$ cat config.mk
export PLATFORM = sky130hd
export DESIGN_NAME = mem_arbiter
export DESIGN_NICKNAME = d
export VERILOG_FILES = /design/src/rtl/mem_arbiter_pkg.sv /design/src/rtl/mem_arbiter_wait_timer.sv /design/src/rtl/mem_arbiter.sv
export SDC_FILE = /design/constraint.sdc
export NUM_CORES = 1
export LEC_CHECK = 0
export ABC_AREA = 1
export CORE_ASPECT_RATIO = 1.4
export CORE_MARGIN = 8
export CORE_UTILIZATION = 45
export CTS_BUF_LIST = sky130_fd_sc_hd__clkbuf_2
export CTS_CLUSTER_DIAMETER = 80
export CTS_CLUSTER_SIZE = 16
export DETAILED_ROUTE_END_ITERATION = 7
export PLACE_DENSITY_LB_ADDON = 0.1
export SLEW_MARGIN = 0
export SYNTH_ARGS = -nofsm -noshare
export SYNTH_HDL_FRONTEND = slang
export SYNTH_SLANG_ARGS = --single-unit
$ cat constraint.sdc
create_clock -name clk -period 2.4 [get_ports clk]
set_clock_uncertainty 0.15 [all_clocks]
set_input_delay 0.72 -clock clk [delete_from_list [all_inputs] [get_ports clk]]
set_output_delay 0.72 -clock clk [all_outputs]
set_load 0.05 [all_outputs]
$ cat src/rtl/mem_arbiter_pkg.sv
// Shared definitions for the instruction/data memory arbiter: default widths,
// FSM state encoding, grant bookkeeping and the arbitration rule.
package mem_arbiter_pkg;

  localparam int unsigned DEF_ADDR_W   = 16;
  localparam int unsigned DEF_DATA_W   = 16;
  localparam int unsigned DEF_MAX_WAIT = 15;

  typedef enum logic [1:0] {
    ST_IDLE    = 2'd0,
    ST_IF_BUSY = 2'd1,
    ST_D_BUSY  = 2'd2,
    ST_HALTED  = 2'd3
  } arb_state_t;

  typedef enum logic {
    GNT_FETCH = 1'b0,
    GNT_DATA  = 1'b1
  } gnt_t;

  // Data normally wins a tie; after a data grant the fetch side gets its turn
  // so neither requester can be starved.
  function automatic gnt_t pick_grant(input logic f_pend, input logic d_pend,
                                      input gnt_t last);
    gnt_t g;
    g = GNT_FETCH;
    if (f_pend && d_pend) begin
      g = (last == GNT_DATA) ? GNT_FETCH : GNT_DATA;
    end else if (d_pend) begin
      g = GNT_DATA;
    end
    return g;
  endfunction

endpackage

$ cat src/rtl/mem_arbiter_wait_timer.sv
// Busy-cycle counter for one memory access. Cleared on grant, counts while the
// access is outstanding, and flags the MAX_WAIT-th busy cycle as expired so the
// arbiter can give up on a memory that never answers.
module mem_arbiter_wait_timer #(
  parameter int unsigned MAX_WAIT = 15
) (
  input  logic clk,
  input  logic rst_n,
  input  logic clear,
  input  logic enable,
  output logic expired
);

  localparam int unsigned CW = (MAX_WAIT < 2) ? 1 : $clog2(MAX_WAIT);
  localparam logic [CW-1:0] LAST = CW'(MAX_WAIT - 1);

  logic [CW-1:0] cnt;

  // Count busy cycles; saturate on the last one so a stuck enable cannot wrap.
  always_ff @(posedge clk or negedge rst_n) begin
    if (!rst_n) begin
      cnt <= '0;
    end else if (clear) begin
      cnt <= '0;
    end else if (enable && (cnt != LAST)) begin
      cnt <= cnt + 1'b1;
    end
  end

  // The current busy cycle is the MAX_WAIT-th one.
  assign expired = enable & (cnt == LAST);

endmodule

$ cat src/rtl/mem_arbiter.sv
// Single-port memory arbiter between instruction fetch and data load/store.
// One access outstanding at a time, one-cycle turnaround after every ack,
// fair tie-break, busy timeout, read/write conflict detection and halt.
module mem_arbiter
  import mem_arbiter_pkg::*;
#(
  parameter int unsigned ADDR_W   = DEF_ADDR_W,
  parameter int unsigned DATA_W   = DEF_DATA_W,
  parameter int unsigned MAX_WAIT = DEF_MAX_WAIT
) (
  input  logic              clk,
  input  logic              rst_n,
  input  logic              hlt,
  input  logic              if_req,
  input  logic [ADDR_W-1:0] if_addr,
  output logic [DATA_W-1:0] if_rdata,
  output logic              if_ack,
  input  logic              d_re,
  input  logic              d_we,
  input  logic [ADDR_W-1:0] d_addr,
  input  logic [DATA_W-1:0] d_wdata,
  output logic [DATA_W-1:0] d_rdata,
  output logic              d_ack,
  output logic              mem_en,
  output logic              mem_we,
  output logic [ADDR_W-1:0] mem_addr,
  output logic [DATA_W-1:0] mem_wdata,
  input  logic [DATA_W-1:0] mem_rdata,
  input  logic              mem_rdy,
  output logic              stall,
  output logic              err
);

  arb_state_t state, state_nxt;
  gnt_t       last_gnt;
  logic       halt_pend;

  logic f_pend, d_pend, turnaround, busy, expired;
  logic gnt_f, gnt_d, d_conflict, done;

  assign f_pend     = if_req;
  assign d_pend     = d_re | d_we;
  assign turnaround = if_ack | d_ack;
  assign busy       = (state == ST_IF_BUSY) || (state == ST_D_BUSY);
  assign done       = busy & (mem_rdy | expired);

  mem_arbiter_wait_timer #(
    .MAX_WAIT (MAX_WAIT)
  ) u_wait_timer (
    .clk     (clk),
    .rst_n   (rst_n),
    .clear   (gnt_f | gnt_d),
    .enable  (busy),
    .expired (expired)
  );

  // State register.
  always_ff @(posedge clk or negedge rst_n) begin
    if (!rst_n) begin
      state <= ST_IDLE;
    end else begin
      state <= state_nxt;
    end
  end

  // Next state and grant decision; grants only from IDLE outside the ack cycle.
  always_comb begin
    state_nxt  = state;
    gnt_f      = 1'b0;
    gnt_d      = 1'b0;
    d_conflict = 1'b0;
    case (state)
      ST_IDLE: begin
        if (hlt || halt_pend) begin
          state_nxt = ST_HALTED;
        end else if (!turnaround && (f_pend || d_pend)) begin
          if (pick_grant(f_pend, d_pend, last_gnt) == GNT_DATA) begin
            if (d_re && d_we) begin
              d_conflict = 1'b1;
            end else begin
              gnt_d     = 1'b1;
              state_nxt = ST_D_BUSY;
            end
          end else begin
            gnt_f     = 1'b1;
            state_nxt = ST_IF_BUSY;
          end
        end
      end
      ST_IF_BUSY, ST_D_BUSY: begin
        if (mem_rdy || expired) begin
          state_nxt = ST_IDLE;
        end
      end
      ST_HALTED: begin
        state_nxt = ST_HALTED;
      end
      default: begin
        state_nxt = ST_IDLE;
      end
    endcase
  end

  // Memory command: latch the winner's request and strobe mem_en for one cycle.
  always_ff @(posedge clk or negedge rst_n) begin
    if (!rst_n) begin
      mem_en    <= 1'b0;
      mem_we    <= 1'b0;
      mem_addr  <= '0;
      mem_wdata <= '0;
      last_gnt  <= GNT_FETCH;
    end else begin
      mem_en <= gnt_f | gnt_d;
      if (gnt_f) begin
        mem_addr <= if_addr;
        mem_we   <= 1'b0;
        last_gnt <= GNT_FETCH;
      end
      if (gnt_d) begin
        mem_addr  <= d_addr;
        mem_we    <= d_we;
        mem_wdata <= d_wdata;
        last_gnt  <= GNT_DATA;
      end
      if (d_conflict) begin
        last_gnt <= GNT_DATA;
      end
    end
  end

  // Completion: one-cycle acks, captured read data (zero on timeout or conflict).
  always_ff @(posedge clk or negedge rst_n) begin
    if (!rst_n) begin
      if_ack   <= 1'b0;
      d_ack    <= 1'b0;
      if_rdata <= '0;
      d_rdata  <= '0;
    end else begin
      if_ack <= 1'b0;
      d_ack  <= 1'b0;
      if (d_conflict) begin
        d_ack   <= 1'b1;
        d_rdata <= '0;
      end
      if (done) begin
        if (state == ST_IF_BUSY) begin
          if_ack   <= 1'b1;
          if_rdata <= mem_rdy ? mem_rdata : '0;
        end else begin
          d_ack <= 1'b1;
          if (!mem_we || !mem_rdy) begin
            d_rdata <= mem_rdy ? mem_rdata : '0;
          end
        end
      end
    end
  end

  // Sticky error and deferred halt request seen while an access is in flight.
  always_ff @(posedge clk or negedge rst_n) begin
    if (!rst_n) begin
      err       <= 1'b0;
      halt_pend <= 1'b0;
    end else begin
      if (d_conflict || (done && !mem_rdy)) begin
        err <= 1'b1;
      end
      if (busy && hlt) begin
        halt_pend <= 1'b1;
      end
    end
  end

  // Pipeline freeze while any request is unanswered, and permanently once halted.
  always_comb begin
    stall = (f_pend & ~if_ack) | (d_pend & ~d_ack) | (state == ST_HALTED);
  end

endmodule
==> results of run 1 <==
-- kinds of logic after synthesis --
| kind of cell | after synthesis | synth area share (%) |
|---|---|---|
| AOI/OAI and AO/OA | 25 | 3.58 |
| xor gates and xnor gates | 1 | 0.241 |
| adders and majority gates | 5 | 1.72 |
| buffers and inverters | 68 | 8.40 |
| DFF | 77 | 53.0 |
| and+or+nand+nor | 259 | 33.0 |
-- worst paths after layout --
path,startpoint,endpoint
hold reg to reg,err$_DFFE_PN0P_,err$_DFFE_PN0P_
setup reg to reg,state[0]$_DFFE_PN0P_,mem_addr[8]$_DFFE_PN0P_
max in group asynchronous,rst_n,d_rdata[1]$_DFF_PN0_
hold / removal,err$_DFFE_PN0P_,err$_DFFE_PN0P_
setup / recovery,state[0]$_DFFE_PN0P_,stall
min in group asynchronous,rst_n,mem_addr[2]$_DFFE_PN0P_
-- cells in the mapped netlist --
master,count
inv_2,3
nor3b_1,1
a21oi_1,2
nor3_1,2
nor2_2,3
inv_1,39
nand2_2,6
xor2_1,1
o22ai_1,1
nor2_1,11
nand2_1,129
buf_4,3
dfrtp_1,77
nand4_4,1
o21ai_0,21
buf_2,15
nand3_1,95
or2_1,1
buf_8,1
o21ai_2,1
buf_6,1
nor2_4,1
ha_1,5
clkbuf_1,5
clkinv_2,1
nand3_2,8
or2_2,1
-- flip-flops by register name, indices dropped and copies added (netlist names) --
register	flops
d_rdata	16
state	2
mem_we	1
mem_addr	16
mem_en	1
d_ack	1
mem_wdata	16
halt_pend	1
if_rdata	16
if_ack	1
err	1
last_gnt	1
u_wait_timer.cnt	4
-- power groups by stage --
| stage | registers, mW | clock network (mW) | logic (mW) |
|---|---|---|---|
| 2_1_floorplan | 3.56 | 0 | 0.994 |
| 3_3_place_gp | 2.09 | 0 | 3.80 |
| 3_5_place_dp | 2.11 | 0 | 3.85 |
| 4_1_cts | 2.07 | 0.579 | 3.69 |
| 5_1_grt | 2.13 | 0.624 | 3.92 |
| 6_report | 2.07 | 0.548 | 3.66 |
-- tightest hold or removal path: stages (launching register included) --
cell and delay (ps):
dfrtp_1 390, a21oi_1 40, nand2_1 50
-- per-layer routing --
layer	global-route usage, %	share of wire, %	routed length (um)
met5	0	0	0
met4	6.07	0.70	72
met3	6.49	8.4	863
met2	29.5	49	4970
met1	22.8	42	4330
-- per-stage QoR --
step                      power, mW  setup WS, ps  std cells  TNS [ps]
after CTS                      6.34          12.4        691         0
after global placement         5.89          -189        675     -1950
after global routing           6.68         -29.1        691     -29.1
final                          6.28          75.8        692         0
after floorplan                4.55          56.4        435         0
after detailed placement       5.96          -205        675     -3750
-- cell type report --
cell class                 instances  share of cell area, %
tap                              102                   2.40
clock buffer                      10                  0.943
sequential                        77                   36.3
clock inverter                     4                  0.330
inverter                          43                   3.06
multi-input combinational        290                   26.6
timing repair buffer             165                   30.3
antenna                            1                 0.0471
-- repair_timing --
item,CTS,global route
hold buffers,1,0
endpoints found under the hold margin,32,0
resized for setup,48,13
setup buffers,1,0
endpoints found under the setup margin,42,13
pin swaps,2,0
==> results.json, run 1 <==
{
  "grt_overflow": 0,
  "max_clock_freq_ghz": 0.430,
  "die_y_um": 122,
  "layout_common_cells": "nand2_1, nand3_1, dfrtp_1",
  "dieArea_um2": 11200,
  "utilization_pct": 66.3,
  "synthTopCellsByArea": "dfrtp_1, nand2_1, nand3_1",
  "synthCells": 435,
  "clkPwrFrac_pct": 8.7,
  "critical_path.slowest_cell": "dfrtp_1",
  "io_buffers": 140,
  "clk-insertion-delay-late_ps": 510,
  "avgSynthCellArea_um2": 8.35,
  "coreArea_um2": 8000,
  "worst_pin_slew_ps": 516,
  "hold_viol_final": 0,
  "cp_num_cells": 4,
  "ant_nets": 0,
  "cts_inserted_buffers": 9,
  "drv_cap": 0,
  "yosys.area.top_type_share_pct": 53.0,
  "finalNetCount": 662,
  "relSlewSlack_pct": 65.7,
  "cpPeakStageDelay_ps": 430,
  "antenna_found_initial": 0,
  "power.density_nw_per_um2": 1180,
  "grtUsageTotal_pct": 18.4,
  "fin_crit_sh_pct": 96.8,
  "finalInstanceArea_um2": 5310,
  "syn_area_um2": 3630,
  "grt_setup_unrepaired": "yes",
  "layout_commonest_cell": "nand2_1",
  "wirelength_mm": 10.2,
  "clock_sinks": 77,
  "htreeDepth": 3,
  "hp-class": "flip-flop to flip-flop",
  "syn_nets": 511,
  "arrival_ps": 1450,
  "setup_viol": 0,
  "worstSetupStartpointType": "flip-flop",
  "seqPwrFrac_pct": 33.0,
  "p_sw_share_pct": 51.6,
  "die_width_um": 91.9,
  "yosys_warnings": 0,
  "ios": 141,
  "synth_top_area_cell": "dfrtp_1",
  "cts_tree": "yes",
  "clkTransAtPathRegs_ps": 200,
  "end_kind": "output pin",
  "critPathMaxFanout": 3,
  "dr.pass1.iters": 5,
  "crit_chain": "ha_2 -> nor2_2 -> o21ai_2 -> buf_12",
  "finalMaxSlewViolations": 0,
  "drc_errors": 0,
  "viasPerCell": 4.96,
  "ys_seq_area_share_pct": 53.0,
  "p_switching_mw": 3.24,
  "initial_utilization_pct": 45.4,
  "peakVddDrop_mv": 0.654,
  "first_iter_violations": 147,
  "area_growth_pct": 46.1,
  "power_frac_comb_pct": 58.3,
  "register_area_um2": 1930,
  "root_buffer": "clkbuf_2",
  "num_vias": 3431,
  "grt_pass1_vias": 3290,
  "layout-drive-gt1-share_pct": 16.3,
  "placed_area_um2": 5260,
  "drt-wirelength-per-cell_um": 14.8,
  "post-route-min-period_ps": 2320,
  "r2r_cells": 9,
  "path_delay_family": "flip-flops",
  "clock_path_buffers": 2,
  "fillers": 713,
  "multiInputGateArea_um2": 1410,
  "p_int_mw": 3.04,
  "grt_pass1_wl_mm": 16.8,
  "dp.final_hpwl_mm": 7.55,
  "p_leak_nw": 2.85,
  "status": "finished clean",
  "crit_type": "flip-flop to output pin",
  "rrSetupSlack_ps": 480,
  "min_path_cells": 2,
  "synth-seq-cells": 77,
  "routabilityCongestion": 0.803,
  "num_rows": 39,
  "required_ps": 1530,
  "critPathBufInv": 1,
  "synth_cell_types": 27,
  "grt_max_degree": 46,
  "hold_ws_ps": 342
}
Note: power is estimated with default switching activity, not from simulation.
==> run 2: changes to the inputs <==
--- a/config.mk
+++ b/config.mk
@@ -6,6 +6,7 @@
 export NUM_CORES = 1
 export LEC_CHECK = 0
 export ABC_AREA = 1
+export CAP_MARGIN = 40
 export CORE_ASPECT_RATIO = 1.4
 export CORE_MARGIN = 8
 export CORE_UTILIZATION = 45
==> results of run 2 <==
The final DEF is identical to that of run 1; final timing and power are the same.
